## src/rtl/rv32v_types_pkg.sv

```systemverilog
// Shared types for the RV32V vector memory stage: element widths, FSM states,
// latched op / writeback packet structs and byte-enable helpers.
package rv32v_types_pkg;

  typedef enum logic [1:0] {
    SEW8  = 2'd0,
    SEW16 = 2'd1,
    SEW32 = 2'd2
  } sew_t;

  typedef logic [4:0] offset_t;

  typedef enum logic [1:0] {
    IDLE  = 2'd0,
    LANE0 = 2'd1,
    LANE1 = 2'd2,
    RESP  = 2'd3
  } mem_state_t;

  typedef struct packed {
    logic        load;
    logic        store;
    logic [31:0] sdata0;
    logic [31:0] sdata1;
    logic [31:0] addr0;
    logic [31:0] addr1;
    logic        wen0;
    logic        wen1;
    offset_t     woff0;
    offset_t     woff1;
    logic        cfg;
    logic [7:0]  vtype;
    logic [31:0] vl;
    sew_t        eew;
    logic [4:0]  vd;
    logic        sbw;
  } mem_op_t;

  typedef struct packed {
    logic        valid;
    logic        wen0;
    logic        wen1;
    logic [31:0] wdat0;
    logic [31:0] wdat1;
    offset_t     woff0;
    offset_t     woff1;
    logic [4:0]  vd;
    logic        sbw;
    logic        cfg;
    logic [31:0] vl;
    logic [7:0]  vtype;
    logic        mis;
  } wb_pkt_t;

  // Byte lanes touched by one element; misaligned SEW16/SEW32 results are never issued.
  function automatic logic [3:0] byten_gen(input sew_t eew, input logic [1:0] addr_lo);
    logic [3:0] be;
    case (eew)
      SEW8:    be = 4'b0001 << addr_lo;
      SEW16:   be = addr_lo[1] ? 4'b1100 : 4'b0011;
      default: be = 4'b1111;
    endcase
    return be;
  endfunction

  function automatic logic [31:0] byte_mask(input logic [3:0] be);
    return {{8{be[3]}}, {8{be[2]}}, {8{be[1]}}, {8{be[0]}}};
  endfunction

endpackage

```

## src/rtl/rv32v_mem_lane_align.sv

```systemverilog
// Per-lane alignment helper: byte enables, store-data replication, load
// extraction (zero-extended) and misalignment detection. Purely combinational.
module rv32v_mem_lane_align
  import rv32v_types_pkg::*;
(
  input  sew_t        eew,
  input  logic [1:0]  addr_lo,
  input  logic [31:0] store_data,
  input  logic [31:0] rdata,
  output logic [3:0]  byten,
  output logic [31:0] wdata,
  output logic [31:0] load_data,
  output logic        misaligned
);

  always_comb begin
    byten      = byten_gen(eew, addr_lo);
    wdata      = store_data;
    load_data  = rdata;
    misaligned = 1'b0;
    case (eew)
      SEW8: begin
        wdata     = {4{store_data[7:0]}};
        load_data = {24'b0, rdata[{addr_lo, 3'b000} +: 8]};
      end
      SEW16: begin
        wdata      = {2{store_data[15:0]}};
        load_data  = {16'b0, (addr_lo[1] ? rdata[31:16] : rdata[15:0])};
        misaligned = addr_lo[0];
      end
      default: begin
        misaligned = |addr_lo;
      end
    endcase
  end

endmodule

```

## src/rtl/rv32v_memory_unit.sv

```systemverilog
// Vector memory stage: serialises lane 0 / lane 1 element accesses onto one
// data-memory port and emits one registered writeback packet per op.
// Optional RV32V_MEM_LANE_MERGE_EN: same-word aligned lanes share one access.
module rv32v_memory_unit
  import rv32v_types_pkg::*;
#(
  parameter int ADDR_W = 32,
  parameter int DATA_W = 32
) (
  input  logic              CLK,
  input  logic              RST,
  input  logic              load,
  input  logic              store,
  input  logic [DATA_W-1:0] storedata0,
  input  logic [DATA_W-1:0] storedata1,
  input  logic [31:0]       aluresult0,
  input  logic [31:0]       aluresult1,
  input  logic              wen0,
  input  logic              wen1,
  input  offset_t           woffset0,
  input  offset_t           woffset1,
  input  logic              config_type,
  input  logic [7:0]        vtype,
  input  logic [31:0]       vl,
  input  sew_t              eew,
  input  logic [4:0]        vd,
  input  logic              single_bit_write,
  output logic              busy,
  output logic              dmem_ren,
  output logic              dmem_wen,
  output logic [ADDR_W-1:0] dmem_addr,
  output logic [DATA_W-1:0] dmem_wdata,
  output logic [3:0]        dmem_byten,
  input  logic [DATA_W-1:0] dmem_rdata,
  input  logic              dmem_busy,
  output logic              wb_valid,
  output logic              wb_wen0,
  output logic              wb_wen1,
  output logic [DATA_W-1:0] wb_wdat0,
  output logic [DATA_W-1:0] wb_wdat1,
  output offset_t           wb_woffset0,
  output offset_t           wb_woffset1,
  output logic [4:0]        wb_vd,
  output logic              wb_single_bit_write,
  output logic              wb_config_type,
  output logic [31:0]       wb_vl,
  output logic [7:0]        wb_vtype,
  output logic              misaligned
);

  mem_state_t  state_q, state_d;
  mem_op_t     op_q, op_d, op_in;
  logic [31:0] ldata0_q, ldata0_d, ldata1_q, ldata1_d;
  logic        mis_q, mis_d;
  wb_pkt_t     wb_q, wb_d;

  logic        ready, in_lane, lane_sel;
  logic [31:0] lane_addr, lane_sdata, lane_wd, lane_ld;
  logic [3:0]  lane_be;
  logic        lane_mis;
  logic        merge;
  logic [3:0]  req_byten;
  logic [31:0] req_wdata, merge_ld1;

  always_comb begin
    op_in        = '0;
    op_in.load   = load;
    op_in.store  = store;
    op_in.sdata0 = storedata0;
    op_in.sdata1 = storedata1;
    op_in.addr0  = aluresult0;
    op_in.addr1  = aluresult1;
    op_in.wen0   = wen0;
    op_in.wen1   = wen1;
    op_in.woff0  = woffset0;
    op_in.woff1  = woffset1;
    op_in.cfg    = config_type;
    op_in.vtype  = vtype;
    op_in.vl     = vl;
    op_in.eew    = eew;
    op_in.vd     = vd;
    op_in.sbw    = single_bit_write;
  end

  // RESP already has busy low, so it accepts a new op exactly like IDLE.
  assign ready      = (state_q == IDLE) || (state_q == RESP);
  assign in_lane    = (state_q == LANE0) || (state_q == LANE1);
  assign lane_sel   = (state_q == LANE1);
  assign lane_addr  = lane_sel ? op_q.addr1  : op_q.addr0;
  assign lane_sdata = lane_sel ? op_q.sdata1 : op_q.sdata0;

  rv32v_mem_lane_align u_align (
    .eew        (op_q.eew),
    .addr_lo    (lane_addr[1:0]),
    .store_data (lane_sdata),
    .rdata      (dmem_rdata),
    .byten      (lane_be),
    .wdata      (lane_wd),
    .load_data  (lane_ld),
    .misaligned (lane_mis)
  );

`ifdef RV32V_MEM_LANE_MERGE_EN
  logic [3:0]  be1;
  logic [31:0] wd1, ld1;
  logic        mis1;

  rv32v_mem_lane_align u_align_lane1 (
    .eew        (op_q.eew),
    .addr_lo    (op_q.addr1[1:0]),
    .store_data (op_q.sdata1),
    .rdata      (dmem_rdata),
    .byten      (be1),
    .wdata      (wd1),
    .load_data  (ld1),
    .misaligned (mis1)
  );

  assign merge     = (state_q == LANE0) && op_q.wen0 && op_q.wen1 && !lane_mis && !mis1 &&
                     (op_q.addr0[31:2] == op_q.addr1[31:2]);
  assign req_byten = merge ? (lane_be | be1) : lane_be;
  assign req_wdata = merge ? ((lane_wd & byte_mask(lane_be)) | (wd1 & byte_mask(be1))) : lane_wd;
  assign merge_ld1 = ld1;
`else
  assign merge     = 1'b0;
  assign req_byten = lane_be;
  assign req_wdata = lane_wd;
  assign merge_ld1 = '0;
`endif

  always_ff @(posedge CLK or posedge RST) begin
    if (RST) begin
      state_q  <= IDLE;
      op_q     <= '0;
      ldata0_q <= '0;
      ldata1_q <= '0;
      mis_q    <= 1'b0;
      wb_q     <= '0;
    end else begin
      state_q  <= state_d;
      op_q     <= op_d;
      ldata0_q <= ldata0_d;
      ldata1_q <= ldata1_d;
      mis_q    <= mis_d;
      wb_q     <= wb_d;
    end
  end

  // A misaligned lane burns one cycle without a request and loses its write enable.
  always_comb begin
    state_d  = state_q;
    op_d     = op_q;
    ldata0_d = ldata0_q;
    ldata1_d = ldata1_q;
    mis_d    = mis_q;
    case (state_q)
      LANE0: begin
        if (lane_mis) begin
          op_d.wen0 = 1'b0;
          mis_d     = 1'b1;
          state_d   = op_q.wen1 ? LANE1 : RESP;
        end else if (!dmem_busy) begin
          if (op_q.load) ldata0_d = lane_ld;
          if (merge) begin
            if (op_q.load) ldata1_d = merge_ld1;
            state_d = RESP;
          end else begin
            state_d = op_q.wen1 ? LANE1 : RESP;
          end
        end
      end
      LANE1: begin
        if (lane_mis) begin
          op_d.wen1 = 1'b0;
          mis_d     = 1'b1;
          state_d   = RESP;
        end else if (!dmem_busy) begin
          if (op_q.load) ldata1_d = lane_ld;
          state_d = RESP;
        end
      end
      default: begin
        if (load || store) begin
          op_d     = op_in;
          ldata0_d = '0;
          ldata1_d = '0;
          mis_d    = 1'b0;
          state_d  = wen0 ? LANE0 : (wen1 ? LANE1 : RESP);
        end else begin
          state_d = IDLE;
        end
      end
    endcase
  end

  // Packet is built from next-state values so it is valid during the RESP cycle itself.
  always_comb begin
    wb_d       = wb_q;
    wb_d.valid = 1'b0;
    if (state_d == RESP) begin
      wb_d.valid = 1'b1;
      wb_d.wen0  = op_d.load & op_d.wen0;
      wb_d.wen1  = op_d.load & op_d.wen1;
      wb_d.wdat0 = ldata0_d;
      wb_d.wdat1 = ldata1_d;
      wb_d.woff0 = op_d.woff0;
      wb_d.woff1 = op_d.woff1;
      wb_d.vd    = op_d.vd;
      wb_d.sbw   = op_d.sbw;
      wb_d.cfg   = op_d.cfg;
      wb_d.vl    = op_d.vl;
      wb_d.vtype = op_d.vtype;
      wb_d.mis   = mis_d;
    end else if (ready && !load && !store) begin
      wb_d.valid = wen0 | wen1 | config_type;
      wb_d.wen0  = wen0;
      wb_d.wen1  = wen1;
      wb_d.wdat0 = aluresult0;
      wb_d.wdat1 = aluresult1;
      wb_d.woff0 = woffset0;
      wb_d.woff1 = woffset1;
      wb_d.vd    = vd;
      wb_d.sbw   = single_bit_write;
      wb_d.cfg   = config_type;
      wb_d.vl    = vl;
      wb_d.vtype = vtype;
      wb_d.mis   = 1'b0;
    end
  end

  always_comb begin
    busy       = in_lane;
    dmem_ren   = 1'b0;
    dmem_wen   = 1'b0;
    dmem_addr  = '0;
    dmem_byten = 4'b0000;
    dmem_wdata = '0;
    if (in_lane && !lane_mis) begin
      dmem_ren   = op_q.load;
      dmem_wen   = op_q.store;
      dmem_addr  = {lane_addr[ADDR_W-1:2], 2'b00};
      dmem_byten = req_byten;
      dmem_wdata = req_wdata;
    end
  end

  assign wb_valid            = wb_q.valid;
  assign wb_wen0             = wb_q.wen0;
  assign wb_wen1             = wb_q.wen1;
  assign wb_wdat0            = wb_q.wdat0;
  assign wb_wdat1            = wb_q.wdat1;
  assign wb_woffset0         = wb_q.woff0;
  assign wb_woffset1         = wb_q.woff1;
  assign wb_vd               = wb_q.vd;
  assign wb_single_bit_write = wb_q.sbw;
  assign wb_config_type      = wb_q.cfg;
  assign wb_vl               = wb_q.vl;
  assign wb_vtype            = wb_q.vtype;
  assign misaligned          = wb_q.mis;

endmodule

```

## config.mk

```make
export PLATFORM = sky130hd
export DESIGN_NAME = rv32v_memory_unit
export DESIGN_NICKNAME = d
export VERILOG_FILES = /design/src/rtl/rv32v_types_pkg.sv /design/src/rtl/rv32v_mem_lane_align.sv /design/src/rtl/rv32v_memory_unit.sv
export SDC_FILE = /design/constraint.sdc
export NUM_CORES = 1
export LEC_CHECK = 0
export BUFFER_PORTS_ARGS = -buffer_cell sky130_fd_sc_hd__buf_4
export CAP_MARGIN = 20
export CELL_PAD_IN_SITES_DETAIL_PLACEMENT = 1
export CELL_PAD_IN_SITES_GLOBAL_PLACEMENT = 1
export CORE_MARGIN = 3
export CORE_UTILIZATION = 36
export CTS_CLUSTER_SIZE = 8
export DETAILED_ROUTE_END_ITERATION = 8
export PLACE_DENSITY = 0.81
export SETUP_SLACK_MARGIN = 0.02
export SLEW_MARGIN = 30
export SYNTH_ARGS = -nofsm -noshare
export SYNTH_HDL_FRONTEND = slang
export SYNTH_SLANG_ARGS = --single-unit
```

## constraint.sdc

```tcl
create_clock -name CLK -period 10.39 [get_ports CLK]
set_clock_uncertainty 0.1 [all_clocks]
set_input_delay 0.5195 -clock CLK [delete_from_list [all_inputs] [get_ports CLK]]
set_output_delay 0.5195 -clock CLK [all_outputs]
set_load 0.02 [all_outputs]
```

After elaboration in Yosys (flattened, before gate mapping)
Index checks and enable logic that the tools add are counted.
{"block": "word_totals", "regBits": 383, "out_inout_bits": 196, "elab_cells": 104}
{"block": "op_classes", "eq_ne": 5, "n_shift": 2, "muxes": 44, "bitwise": 5, "n_reduce_logical": 15}
{"cell": "$mux W32", "n": 12}
{"cell": "$pmux W32 S2", "n": 4}
{"cell": "$mux W125", "n": 2}
{"cell": "$mux W191", "n": 1}
{"cell": "$mux W130", "n": 1}
{"cell": "$mux W59", "n": 1}
{"cell": "$shiftx A32 B6 Y8", "n": 1}
{"cell": "$mux W16", "n": 1}
{"cell": "$mux W2", "n": 6}
{"cell": "$mux W1", "n": 9}
{"cell": "$mux W4", "n": 2}
{"cell": "$pmux W4 S2", "n": 1}
{"cell": "$eq A2 B2 Y1 const B", "n": 3}
{"cell": "$pmux W1 S2", "n": 3}
{"cell": "$eq A2 B1 Y1 const B", "n": 2}
{"cell": "$logic_not A2 Y1", "n": 2}
{"cell": "$pmux W2 S2", "n": 1}
{"cell": "$reduce_or A2 Y1", "n": 2}
{"cell": "$shl A1 B2 Y4 const A", "n": 1}
{"cell": "$logic_and A1 B1 Y1", "n": 3}
{"cell": "$logic_not A1 Y1", "n": 3}
{"cell": "$logic_or A1 B1 Y1", "n": 3}
{"cell": "$and A1 B1 Y1", "n": 2}
{"cell": "$or A1 B1 Y1", "n": 2}
{"cell": "other kinds (3)", "n": 3}

Longest topological paths before layout
{"block": "depth", "word_depth": 9, "mapped_depth": 12}

Cells and area by module
From an unflattened synthesis, not the netlist that was laid out.
{"block": "hier_totals", "hier_cells": 1766, "hier_area_um2": 17347.9}
{"mod": "rv32v_memory_unit", "n_inst": 1, "cells_each": 1636, "area_each_um2": 16344.4}
{"mod": "rv32v_mem_lane_align", "n_inst": 1, "cells_each": 130, "area_each_um2": 1003.5}

Worst setup path before layout
Ideal clock, no wire load.
{"block": "synth_path", "kind": "flip-flop to output port", "start": "register state_q[0]", "end": "output port dmem_wdata[21]", "arrival_ns": 2.481, "t_required_ns": 9.771, "setup_slack_ns": 7.290, "stages_incl_launch_ff": 10, "n_path_buf": 5, "cell_sequence": "dfrtp_1 -> inv_1 -> ha_1 -> buf_4 -> buf_6 -> clkbuf_1 -> buf_1 -> buf_2 -> mux2i_1 -> a211oi_1"}
{"block": "synth_between", "elab_chain_cells": 7, "elab_cells_between_ends": 11, "classes_between": "2 x eq/ne; 5 x mux; 4 x reduce/logical"}
{"item": "start: declaration", "line_no": "rv32v_memory_unit.sv:51", "text": "mem_state_t state_q, state_d;"}
{"item": "start signal: assignment", "line_no": "rv32v_memory_unit.sv:140", "text": "state_q <= state_d;"}
{"item": "$eq A2 B2 Y1", "line_no": "rv32v_memory_unit.sv:87, rv32v_memory_unit.sv:88"}
{"item": "$mux W32", "line_no": "rv32v_memory_unit.sv:89", "text": "assign lane_addr = lane_sel ? op_q.addr1 : op_q.addr0;"}
{"item": "$reduce_or A2 Y1", "line_no": "rv32v_mem_lane_align.sv:32", "text": "misaligned = |addr_lo;"}
{"item": "$pmux W1 S2", "line_no": "rv32v_mem_lane_align.sv:21", "text": "case (eew)"}
{"item": "$logic_not A1 Y1", "line_no": "rv32v_memory_unit.sv:238", "text": "if (in_lane && !lane_mis) begin"}
{"item": "$logic_and A1 B1 Y1", "line_no": "rv32v_memory_unit.sv:238"}
{"item": "$mux W32 (*)", "line_no": "rv32v_memory_unit.sv:238"}
{"item": "end: declaration", "line_no": "rv32v_memory_unit.sv:32", "text": "output logic [DATA_W-1:0] dmem_wdata,"}
Mark *: on every way between the ends. The rest lies on a longest branch, timed or not.

Worst setup path in the final report
{"block": "layout_path", "start": "register state_q[0]", "end": "output port dmem_wdata[14]"}
Same word-level chain as after synthesis.

==> flow_metrics.py <==
metrics = {
    "run_status": {
        "status": "completed",
    },
    "die": {
        "fp.dieW_microns": 227,
        "die-area_sq_mm": 0.0517,
        "start_util": 0.367,
        "rows": 80,
        "ios": 422,
        "die_h_microns": 227,
        "design.core.area_sq_mm": 0.0480,
    },
    "cts": {
        "clock_path_buffers": 3,
        "cts_inserted_buffers": 54,
        "cts_setup_buffers": 0,
        "cts-root-buf": "clkbuf_16",
        "cts_tree": "done",
        "path_clk_slew_ns": 0.05,
        "h-tree-depth": 2,
        "clk_latency_ns": 0.60,
        "numClockSinks": 383,
    },
    "critical_path": {
        "path_max_fanout": 61,
        "worstPathArrival_ns": 3.90,
        "r2r-start": "state_q[0]",
        "rrSetupSlack_ns": 6.43,
        "r2r_cells": 10,
        "crit_path_end_kind": "output port",
        "worstPathRequired_ns": 9.77,
        "r2r-end": "wb_wen1",
        "startpoint_type": "flip-flop",
        "worstSetupPathType": "reg -> out",
    },
    "global_routing": {
        "grt_pass1_wl_microns": 104000,
        "gr-total-overflow": 0,
        "grt_usage": 0.260,
        "first_global_vias": 17700,
        "antenna_found_initial": 6,
        "grt_max_degree": 163,
    },
    "timing": {
        "timing.hold.ws_ns": 0.0174,
        "setup_viol": 0,
        "finalCriticalPeriod_ns": 4.52,
        "fmax_ghz": 0.221,
        "slew_headroom": 0.312,
        "finalCritPeriodShare": 0.435,
        "tns_ns": 0,
        "rsz0062_at_grt": "no",
        "slew_violations": 0,
        "hold_viol": 0,
        "worstMarginPinSlew_ns": 1.03,
    },
    "layout": {
        "final_cell_count_no_fill": 3051,
        "final_util": 0.482,
        "area_growth_pct": 31.1,
        "fillers": 5569,
        "nNetsFinal": 2652,
        "layout-drive-gt1-share": 0.225,
    },
    "routing": {
        "drc": 0,
        "drtAntennaViolNets": 0,
        "vias_per_cell": 5.47,
        "routed_wl_microns": 68200,
        "drtIter0Drc": 1158,
        "wl_per_cell_microns": 22.3,
        "vias": 16700,
        "drt-pass1-iter-count": 5,
    },
    "power_and_ir_drop": {
        "peakVddDrop_mv": 0.387,
        "p_leak_nw": 11.6,
        "cellPowerDensity_mw_per_mm2": 409,
        "total_power_mw": 9.47,
    },
    "placement": {
        "hpwl_microns": 46500,
        "numPlacedInstances": 2946,
        "numPortBuffers": 419,
        "gp_congestion": 0.889,
    },
    "yosys": {
        "ys_seq_area_frac": 0.543,
        "syn_inst": 2037,
        "netlist_area_sq_mm": 0.0177,
        "synth_cell_types": 50,
        "yosysWarnings": 0,
        "synth-main-ff-cell": "dfrtp_1",
        "async_reset_ff_frac": 1.00,
        "ys_seq_elements": 383,
        "synth_edf_count": 0,
        "syn_area_per_cell_sq_um": 8.67,
    },
    "run": {
        "max_cap_viol_count": 0,
    },
    "worst_hold_path": {
        "hold_end": "op_q[168]",
        "hold_start": "storedata0[11]",
        "hp-class": "in -> reg",
        "whs_path_depth": 3,
    },
}
-- worst max path at each step --
stage | startpoint | endpoint
finish | state_q[0] | dmem_wdata[14]
detailed placement | state_q[0] | wb_wen0
global route | state_q[0] | dmem_wdata[14]
floorplan | RST | ldata0_q[0]
global placement | state_q[0] | wb_wdat1[1]
CTS | state_q[0] | dmem_wdata[8]
-- area by class of cell --
type / instances / area (sq um) / share of cell area
diodes: 6 / 15.0 / 0.000649
clock buffers: 58 / 1390 / 0.0599
clock inverters: 4 / 63.8 / 0.00276
inverters: 19 / 75.1 / 0.00324
multi-input cells: 1486 / 7490 / 0.324
flip-flops and latches: 383 / 9580 / 0.414
well taps: 615 / 769 / 0.0332
repair buffers: 480 / 3760 / 0.162
-- report_power, final --
| part | switching (mW) | leakage, nW | internal (mW) |
|---|---|---|---|
| clock network | 0.654 | 0.712 | 0.932 |
| logic | 3.50 | 6.13 | 1.77 |
| registers | 0.415 | 4.80 | 2.20 |
-- worst max-delay path, stage by stage, from the launching register on --
cell and delay, ns:
dfrtp_1 0.40, inv_1 0.11, ha_4 0.49, mux2_2 0.53, a22oi_2 0.45, nand2_2 0.21
buf_4 0.35, a211oi_1 0.43, buf_4 0.22
-- cell usage after synthesis (4+ instances only) --
master     number  area share
nand2_1       845        0.18
dfrtp_1       383        0.54
nand3_1       163       0.046
clkbuf_1      104       0.022
nor2_1        101       0.021
a22o_1         64       0.032
mux2i_1        55       0.031
a31oi_1        40       0.014
o21a_1         36       0.015
a21oi_1        35      0.0099
buf_2          28      0.0079
a211oi_1       21      0.0089
inv_1          18      0.0038
mux2_2         17       0.011
o22ai_1        16      0.0057
o211ai_1       15      0.0064
buf_1          11      0.0023
a2111oi_0      10      0.0050
nor3_1          9      0.0026
nand4b_1        8      0.0040
a2111oi_1       6      0.0034
o21ai_0         6      0.0017
buf_4           4      0.0017
nor2b_1         4      0.0014
o21ai_1         4      0.0011
-- per-stage QoR --
step                area, sq um  setup slack (ns)
floorplan                 17700              4.62
global placement          21200              6.24
detailed placement        21300              6.42
CTS                       23100              5.91
global route              23100              5.70
finish                    23100              5.87
-- logic make-up (layout without fill, tap and decap cells) --
kind of cell	count (synthesis)	in the layout	synth area share
adder cells (fa/ha/maj)	2	2	0.00142
multiplexers	73	73	0.0433
XOR/XNOR	2	2	0.000993
flip-flops	383	383	0.543
AO/OA/AOI/OAI	266	266	0.111
AND/OR/NAND/NOR	1141	1141	0.260
buffers and inverters	169	561	0.0400
other	1	8	0.000212
-- cells in the final DEF (no fill, tap or decap), types with 17 or more instances in the layout --
cell           count
nand2_1          843
buf_4            434
dfrtp_1          383
nand3_1          163
nor2_1            98
a22o_1            64
mux2i_1           55
clkbuf_16         54
a31oi_1           40
dlygate4sd3_1     36
o21a_1            35
a21oi_1           35
a211oi_1          21
inv_1             17
mux2_2            17
-- sequential cells by signal, summed over array words and instances (netlist names) --
| name | cells |
|---|---|
| ldata0_q | 32 |
| wb_wen0 | 1 |
| wb_woffset1 | 5 |
| wb_wdat0 | 32 |
| wb_wen1 | 1 |
| state_q | 2 |
| wb_valid | 1 |
| misaligned | 1 |
| wb_vl | 32 |
| wb_vd | 5 |
| wb_single_bit_write | 1 |
| mis_q | 1 |
| wb_vtype | 8 |
| wb_wdat1 | 32 |
| wb_woffset0 | 5 |
| wb_config_type | 1 |
| op_q | 191 |
| ldata1_q | 32 |
-- metal layers --
layer	vias up	wire length (microns)	global-route usage
li1	7526	-	-
met1	8492	28600	0.347
met2	548	32800	0.426
met3	122	4600	0.0503
met4	4	2180	0.0923
met5	-	23	0
-- timing repair --
action,in CTS,in global routing
resized for setup,0,0
hold buffers,36,0
endpoints found under the hold margin,57,0
Note: power is estimated with default switching activity, not from simulation.
